$ cat src/rtl/ctrl_pipe.sv
// ctrl_pipe: RV32 control decoder followed by STAGES pipeline control registers.
// Stage 0 is EX, stage 1 is MEM, stage 2 is WB. The datapath taps every stage.
// Supports an external stall, a branch flush and load-use bubble insertion.
module ctrl_pipe #(
    parameter int STAGES = 3,
    parameter int RA_W   = 5,
    parameter int CW     = 12
) (
    input  logic                   clk,
    input  logic                   rst,
    input  logic                   in_valid,
    output logic                   in_ready,
    input  logic [4:0]             opcode,
    input  logic [RA_W-1:0]        rd,
    input  logic [RA_W-1:0]        rs1,
    input  logic [RA_W-1:0]        rs2,
    input  logic                   stall,
    input  logic                   flush,
    output logic [STAGES*CW-1:0]   ctrl_o,
    output logic [STAGES-1:0]      valid_o,
    output logic [STAGES*RA_W-1:0] rd_o,
    output logic                   load_use
);

    // Bundle bit positions, MSB to LSB.
    localparam int B_ILLEGAL  = 11;
    localparam int B_LUI      = 10;
    localparam int B_AUIPC    = 9;
    localparam int B_JUMP     = 8;
    localparam int B_REGWRITE = 7;
    localparam int B_ALUSRC   = 6;
    localparam int B_MEMWRITE = 5;
    localparam int B_ALUOP_HI = 4;
    localparam int B_ALUOP_LO = 3;
    localparam int B_MEMTOREG = 2;
    localparam int B_MEMREAD  = 1;
    localparam int B_BRANCH   = 0;

    // opcode = instr[6:2]
    localparam logic [4:0] OPC_LOAD   = 5'b00000;
    localparam logic [4:0] OPC_STORE  = 5'b01000;
    localparam logic [4:0] OPC_BRANCH = 5'b11000;
    localparam logic [4:0] OPC_OP     = 5'b01100;
    localparam logic [4:0] OPC_OPIMM  = 5'b00100;
    localparam logic [4:0] OPC_JAL    = 5'b11011;
    localparam logic [4:0] OPC_JALR   = 5'b11001;
    localparam logic [4:0] OPC_AUIPC  = 5'b00101;
    localparam logic [4:0] OPC_LUI    = 5'b01101;
    localparam logic [4:0] OPC_SYSTEM = 5'b11100;
    localparam logic [4:0] OPC_FENCE  = 5'b00011;

    logic [CW-1:0]   dec;
    logic            uses_rs1;
    logic            uses_rs2;
    logic            rs1_hit;
    logic            rs2_hit;
    logic            bubble;

    logic [CW-1:0]   ctrl_q  [STAGES];
    logic [RA_W-1:0] rd_q    [STAGES];
    logic [STAGES-1:0] valid_q;

    // Decode the incoming opcode into the control bundle and its source-register usage.
    always_comb begin
        dec      = '0;
        uses_rs1 = 1'b1;
        uses_rs2 = 1'b0;
        case (opcode)
            OPC_LOAD: begin
                dec[B_MEMREAD]  = 1'b1;
                dec[B_MEMTOREG] = 1'b1;
                dec[B_ALUSRC]   = 1'b1;
                dec[B_REGWRITE] = 1'b1;
            end
            OPC_STORE: begin
                dec[B_MEMWRITE] = 1'b1;
                dec[B_ALUSRC]   = 1'b1;
                uses_rs2        = 1'b1;
            end
            OPC_BRANCH: begin
                dec[B_BRANCH]   = 1'b1;
                dec[B_ALUOP_LO] = 1'b1;
                uses_rs2        = 1'b1;
            end
            OPC_OP: begin
                dec[B_REGWRITE] = 1'b1;
                dec[B_ALUOP_HI] = 1'b1;
                uses_rs2        = 1'b1;
            end
            OPC_OPIMM: begin
                dec[B_REGWRITE] = 1'b1;
                dec[B_ALUSRC]   = 1'b1;
                dec[B_ALUOP_HI] = 1'b1;
                dec[B_ALUOP_LO] = 1'b1;
            end
            OPC_JAL: begin
                dec[B_JUMP]     = 1'b1;
                dec[B_REGWRITE] = 1'b1;
                dec[B_ALUSRC]   = 1'b1;
                uses_rs1        = 1'b0;
            end
            OPC_JALR: begin
                dec[B_JUMP]     = 1'b1;
                dec[B_REGWRITE] = 1'b1;
                dec[B_ALUSRC]   = 1'b1;
            end
            OPC_AUIPC: begin
                dec[B_AUIPC]    = 1'b1;
                dec[B_REGWRITE] = 1'b1;
                dec[B_ALUSRC]   = 1'b1;
                uses_rs1        = 1'b0;
            end
            OPC_LUI: begin
                dec[B_LUI]      = 1'b1;
                dec[B_REGWRITE] = 1'b1;
                dec[B_ALUSRC]   = 1'b1;
                uses_rs1        = 1'b0;
            end
            OPC_SYSTEM, OPC_FENCE: begin
                dec = '0;
            end
            default: begin
                dec[B_ILLEGAL]  = 1'b1;
            end
        endcase
    end

    // A load in EX whose destination feeds the entering instruction forces a bubble.
    assign rs1_hit  = uses_rs1 & (rs1 == rd_q[0]);
    assign rs2_hit  = uses_rs2 & (rs2 == rd_q[0]);
    assign load_use = in_valid & valid_q[0] & ctrl_q[0][B_MEMREAD] &
                      (rd_q[0] != '0) & (rs1_hit | rs2_hit);
    assign in_ready = ~stall & ~load_use & ~rst;
    assign bubble   = flush | load_use | ~in_valid;

    // Advance the control pipeline: reset clears, stall freezes, otherwise shift and load EX.
    always_ff @(posedge clk) begin
        if (rst) begin
            valid_q <= '0;
            for (int k = 0; k < STAGES; k++) begin
                ctrl_q[k] <= '0;
                rd_q[k]   <= '0;
            end
        end else if (!stall) begin
            for (int k = STAGES - 1; k >= 1; k--) begin
                ctrl_q[k]  <= ctrl_q[k-1];
                rd_q[k]    <= rd_q[k-1];
                valid_q[k] <= valid_q[k-1];
            end
            if (bubble) begin
                ctrl_q[0]  <= '0;
                rd_q[0]    <= '0;
                valid_q[0] <= 1'b0;
            end else begin
                ctrl_q[0]  <= dec;
                rd_q[0]    <= rd;
                valid_q[0] <= 1'b1;
            end
        end
    end

    // Flatten the per-stage registers onto the datapath tap buses.
    for (genvar g = 0; g < STAGES; g++) begin : g_taps
        assign ctrl_o[g*CW +: CW]     = ctrl_q[g];
        assign rd_o[g*RA_W +: RA_W]   = rd_q[g];
    end
    assign valid_o = valid_q;

endmodule

$ cat config.mk
export PLATFORM = sky130hd
export DESIGN_NAME = ctrl_pipe
export DESIGN_NICKNAME = d
export VERILOG_FILES = /design/src/rtl/ctrl_pipe.sv
export SDC_FILE = /design/constraint.sdc
export NUM_CORES = 1
export LEC_CHECK = 0
export CAP_MARGIN = 10
export CORE_MARGIN = 2
export CORE_UTILIZATION = 30
export DETAILED_ROUTE_END_ITERATION = 10
export PLACE_DENSITY = 0.54
export SETUP_SLACK_MARGIN = 0.5
export SYNTH_ARGS = -nofsm -noshare
export SYNTH_HDL_FRONTEND = slang
export SYNTH_SLANG_ARGS = --single-unit
$ cat constraint.sdc
create_clock -name clk -period 2.98 [get_ports clk]
set_clock_uncertainty 0.2 [all_clocks]
set_input_delay 0.745 -clock clk [delete_from_list [all_inputs] [get_ports clk]]
set_output_delay 0.745 -clock clk [all_outputs]
set_load 0.02 [all_outputs]
==> results of run 1 <==
==> metal layers <==
layer  GRT usage (%)  vias up  part of all wire [%]
li1                -      791                     -
met1           16.54      715                    45
met2           20.86       44                    50
met3           2.431        4                   4.3
met4           4.231        0                   1.0
met5               0        -                     0
==> path summary, 6_finish.rpt <==
path,endpoint,slack [ns]
max reg2reg,ctrl_q[0][0]$_SDFFCE_PN0P_,0.81
min reg2reg,valid_o[2]$_SDFFE_PP0N_,0.30
max,in_ready,0.13
min,valid_o[2]$_SDFFE_PP0N_,0.30
==> power breakdown <==
| group | switching (µW) | leakage [µW] | internal, µW | total [µW] |
|---|---|---|---|---|
| Combinational | 135 | 0.000720 | 143 | 278 |
| Sequential | 20.0 | 0.000553 | 824 | 844 |
| Clock | 229 | 0.0000581 | 250 | 479 |
| Total | 384 | 0.00133 | 1220 | 1600 |
==> cells by family (layout without fill, tap and decap cells) <==
family,Yosys count,count (layout),synth area share [%]
simple gates,78,78,20.72
buf+inv,14,116,3.265
flops,51,51,67.57
mux,2,2,0.9009
compound gates,10,10,3.604
xor+xnor,10,10,3.942
==> critical path, cell delays in order <==
cell and delay, ns:
buf_8 0.10, nor2_4 0.10, nand3_2 0.10, or4_4 0.50, a21oi_4 0.16, nor3_2 0.05
buf_4 0.15
==> cell type report <==
cell class	count	area [µm²]	share of cell area (%)
flip-flops and latches	51	1501	43.81
clock inverters	3	43.79	1.278
clock buffers	5	68.82	2.008
inverters	3	11.26	0.3286
repair buffers	105	963.4	28.11
multi-input cells	100	714.4	20.85
well taps	99	123.9	3.614
==> metrics by stage <==
stage               std cells  util (%)
floorplan                 165         -
global placement          355     45.51
detailed placement        355     45.51
CTS                       364     46.91
global route              366     47.50
finish                    366     47.50
==> cells in the final DEF, fill, tap and decap left out, types with 4 or more instances in the layout <==
| master | synthesis | final |
|---|---|---|
| a21oi_1 | 4 | 4 |
| and2_1 | 32 | 32 |
| buf_2 | 1 | 4 |
| buf_4 | 3 | 24 |
| buf_6 | 1 | 5 |
| clkbuf_2 | 0 | 4 |
| clkbuf_8 | 0 | 5 |
| clkdlybuf4s50_1 | 0 | 61 |
| edfxtp_1 | 48 | 48 |
| nor2_1 | 9 | 6 |
| nor3_1 | 7 | 5 |
| nor3b_1 | 6 | 6 |
| nor4_1 | 5 | 5 |
| xor2_1 | 7 | 7 |
==> flip-flops by register name, indices dropped and copies added (netlist names) <==
register and flops:
ctrl_q 33, valid_o 3, rd_q 15
==> what timing repair did <==
| action | CTS | global route |
|---|---|---|
| setup endpoints to repair | 19 | 4 |
| setup buffers | 1 | 2 |
| resized for setup | 51 | 20 |
| pin swaps | 16 | 11 |
==> out/results.tsv, run 1 <==
metric	value	unit
Synth Cell Area	0.002222	mm²
Die Wd	90.07	µm
CORE AREA	0.007214	mm²
clk slew on worst S/H paths	0.09	ns
fin nets	291	
ANT nets after route	0	
drc violations	0	
CP startpoint kind	primary input	
DP HPWL	3548	µm
Avg Vias per Cell	4.246	
Crit. End Element	output pin	
Gate Count Post-Synth	165	
final hold vios	0	
Synth Flop Type	edfxtp_1	
pre-CTS WS	-0.7878	ns
dpl cell area	0.003283	mm²
Hold Crit Start	valid_o[2]$_SDFFE_PP0N_	
largest net degree at the start of global routing	33	
Final setup viols	0	
crit path DAT	1.91	ns
share of the synthesized area in the top cell type	64.86	%
Worst IR Drop VDD	0.1731	mV
Post-synth top cells	edfxtp_1, and2_1, nor2_1, nor3_1, xor2_1	
GPL Wtd Cong	0.7827	
asr flop ratio synth	0	%
total wire length	4825	µm
CTS tree	done	
EDFF count, synth	48	
number of synthesis warnings	0	
GR Util All Layers	12.57	%
max_slew headroom	75.46	%
GRT overflow	0	
PD cells	467.4	mW/mm²
worst setup path class	primary input to output pin	
count leader, synth	edfxtp_1	
Seq cells post-synth	51	
Clock Latency Late Sink	0.30	ns
post-route cell area	0.003427	mm²
Tot Pwr	1602	µW
n_diodes	0	
outcome	finished, final reports clean	
Worst Path Max Fanout	3	
CTS sink count	51	
vias in the first global route	1583	
register area share after synthesis	67.57	%
hold crit path type	flip-flop to flip-flop	
layout cells sized above 1	23.22	%
num ports	81	
CTS Hold Bufs	0	
Syn Nets	190	
Rows	31	
Worst R2R Path Depth	5	
Tmin final	2.855	ns
Highest Clock Rate	350.3	MHz
leak pwr	0.001332	µW
slew of the pin with the lowest slew margin	0.3680	ns
R2R Path Start	rd_q[0][2]$_SDFFCE_PN0P_	
vias	1554	
top cells by area, synth	edfxtp_1, and2_1, xor2_1	
fill count	702	
Fin Hold WS	0.3025	ns
Port Buffers	80	
CTS Buf Count	5	
Area Growth Syn to Fin	54.22	%
DRT iter0 DRCs	55	
max_cap viols	0	
die area	0.008112	mm²
DR WL/cell	13.18	µm
post-route worst setup slack	0.1254	ns
first-pass GRT wire length	8176	µm
Max H-tree Level	2	
Final TNS setup	0	ns
CP Launch Point	opcode[1]	
Post-Syn Area per Cell	13.47	µm²
maximum clock path buffer count	2	
Worst Hold Path Cells	2	
initial core utilization	30.80	%
Die H	90.07	µm
final slew viol count	0	
Synth area leader	edfxtp_1	
count of cell types in the netlist	32	
1st-pass router iterations	6	
Period Utilization, post-route	95.79	%
RSZ-0062 raised after global routing	true	
worst endpoint required time	2.04	ns
initial antenna violation count	0	
Root Buffer	clkbuf_8	
No activity file was read; power rests on OpenSTA's default activity.
==> run 2: changes to the inputs <==
--- a/config.mk
+++ b/config.mk
@@ -6,7 +6,7 @@
 export NUM_CORES = 1
 export LEC_CHECK = 0
 export CAP_MARGIN = 10
-export CORE_MARGIN = 2
+export CORE_MARGIN = 4
 export CORE_UTILIZATION = 30
 export DETAILED_ROUTE_END_ITERATION = 10
 export PLACE_DENSITY = 0.54
@@ -14,3 +14,4 @@
 export SYNTH_ARGS = -nofsm -noshare
 export SYNTH_HDL_FRONTEND = slang
 export SYNTH_SLANG_ARGS = --single-unit
+export TNS_END_PERCENT = 10
==> run 2 against run 1 <==
Register-to-register slack worse by 0.18 ns. Design area rose by 1.4%. Sequential share of layout area decreased by 0.61 points. Critical endpoint unchanged.
==> out/results.tsv, run 2 (synthesized netlist as in run 1, its figures left out) <==
metric	value	unit
Rows	31	
CP startpoint kind	primary input	
max_cap viols	0	
Avg Vias per Cell	4.257	
Port Buffers	80	
Period Utilization, post-route	98.35	%
Biggest register	ctrl_q	
clk slew on worst S/H paths	0.08	ns
Worst IR Drop VDD	0.2281	mV
Die H	94.07	µm
Final TNS setup	0	ns
Crit. End Element	output pin	
final slew viol count	0	
CTS tree	done	
n_diodes	0	
Max H-tree Level	2	
Die Wd	94.07	µm
max_slew headroom	80.71	%
post-route cell area	0.003476	mm²
CORE AREA	0.007214	mm²
fill count	670	
worst endpoint required time	2.04	ns
maximum clock path buffer count	2	
CTS sink count	51	
die area	0.008848	mm²
ANT nets after route	0	
GR Util All Layers	11.77	%
slowest CP cell	or4_4	
initial antenna violation count	0	
outcome	finished, final reports clean	
Area Growth Syn to Fin	56.42	%
num ports	81	
most frequent cells in the layout	clkdlybuf4s50_1, edfxtp_1, and2_1, buf_4	
dpl cell area	0.003311	mm²
Crit path buffers/inverters	2	
CTS Hold Bufs	0	
Worst Path Max Fanout	3	
slew of the pin with the lowest slew margin	0.2866	ns
GPL Wtd Cong	0.7560	
CP peak stage delay	0.56	ns
total wire length	5121	µm
vias in the first global route	1577	
hold crit path type	flip-flop to flip-flop	
1st-pass router iterations	4	
CTS Buf Count	5	
pre-CTS WS	-0.8194	ns
max FFs per register	33	
vias	1588	
fin nets	298	
cells along the critical path	buf_6 -> nor2_4 -> nand3_2 -> or4_4 -> a21oi_4 -> nor3_2 -> buf_4	
Root Buffer	clkbuf_8	
Tot Pwr	1601	µW
worst setup path class	primary input to output pin	
GRT overflow	0	
final hold vios	0	
DR WL/cell	13.73	µm
PD cells	460.6	mW/mm²
crit path DAT	1.99	ns
layout cells sized above 1	22.99	%
DP HPWL	3803	µm
post-route worst setup slack	0.04923	ns
Clock Latency Late Sink	0.29	ns
Final setup viols	0	
Tmin final	2.931	ns
DRT iter0 DRCs	45	
most common cell after layout, fill and taps aside	clkdlybuf4s50_1	
leak pwr	0.001344	µW
initial core utilization	30.80	%
crit-path leading delay family	simple AND/OR/NAND/NOR gates	
largest net degree at the start of global routing	35	
Highest Clock Rate	341.2	MHz
first-pass GRT wire length	8038	µm
drc violations	0	
RSZ-0062 raised after global routing	true	
## run 2: cell types whose count changed in the layout (fill, tap and decap cells not counted), moves of 2 or more
cell             change
buf_4                +8
clkbuf_2             -4
buf_6                -3
clkdlybuf4s15_2      +2
clkdlybuf4s50_1      +2
dlygate4sd2_1        +2
dlymetal6s2s_1       -2
## run 2: repair_timing
| action | CTS | global route |
|---|---|---|
| gates resized for setup | 56 | 0 |
| setup endpoints to repair | 18 | 5 |
| pin swaps | 13 | 3 |
| setup buffers | 4 | 4 |
## run 2: area by class of cell
| type | instances | area (µm²) | area share, % |
|---|---|---|---|
| clock buffers | 5 | 68.82 | 1.980 |
| flip-flops and latches | 51 | 1501 | 43.20 |
| multi-input cells | 100 | 701.9 | 20.19 |
| clock inverters | 3 | 43.79 | 1.260 |
| well taps | 99 | 123.9 | 3.564 |
| repair buffers | 112 | 1025 | 29.48 |
| inverters | 3 | 11.26 | 0.3240 |
## run 2: where the power goes
group          leakage (µW)  total [µW]  internal, µW  switching (µW)
registers          0.000553         843           824            18.6
logic              0.000733         284           147             137
clock network     0.0000581         474           250             224
total               0.00134        1600          1220             380
## run 2: per-layer routing
metal | track usage (%) | routed length [µm] | share of wire [%] | vias up
met2 | 19.63 | 2538 | 50 | 44
met1 | 15.30 | 2235 | 44 | 732
met5 | 0 | 0 | 0 | -
met3 | 2.484 | 278 | 5.4 | 7
li1 | - | - | - | 805
met4 | 3.610 | 68 | 1.3 | 0
## run 2: worst register-to-register path, cell delays in order, from the launching register on
cell	delay, ns
edfxtp_1	0.47
or4_1	0.45
o2111ai_2	0.26
a21oi_4	0.06
buf_4	0.13
buf_4	0.13
buf_4	0.17
nor4_1	0.28
## run 2: worst paths after layout
check / depth (start not counted) / start / slack [ns] / to
max: 7 / opcode[0] / 0.05 / in_ready
min: 2 / valid_o[2]$_SDFFE_PP0N_ / 0.30 / valid_o[2]$_SDFFE_PP0N_
max reg2reg: 7 / rd_q[0][4]$_SDFFCE_PN0P_ / 0.63 / ctrl_q[0][0]$_SDFFCE_PN0P_
min reg2reg: 2 / valid_o[2]$_SDFFE_PP0N_ / 0.30 / valid_o[2]$_SDFFE_PP0N_
## run 2: stage by stage
step	hold slack (ns)	util [%]	instances
after global routing	0.3420	48.18	373
final	0.2974	48.18	373
after CTS	0.3065	47.76	369
after floorplan	0.3857	-	165
after global placement	0.2814	45.89	357
after detailed placement	0.2858	45.89	357
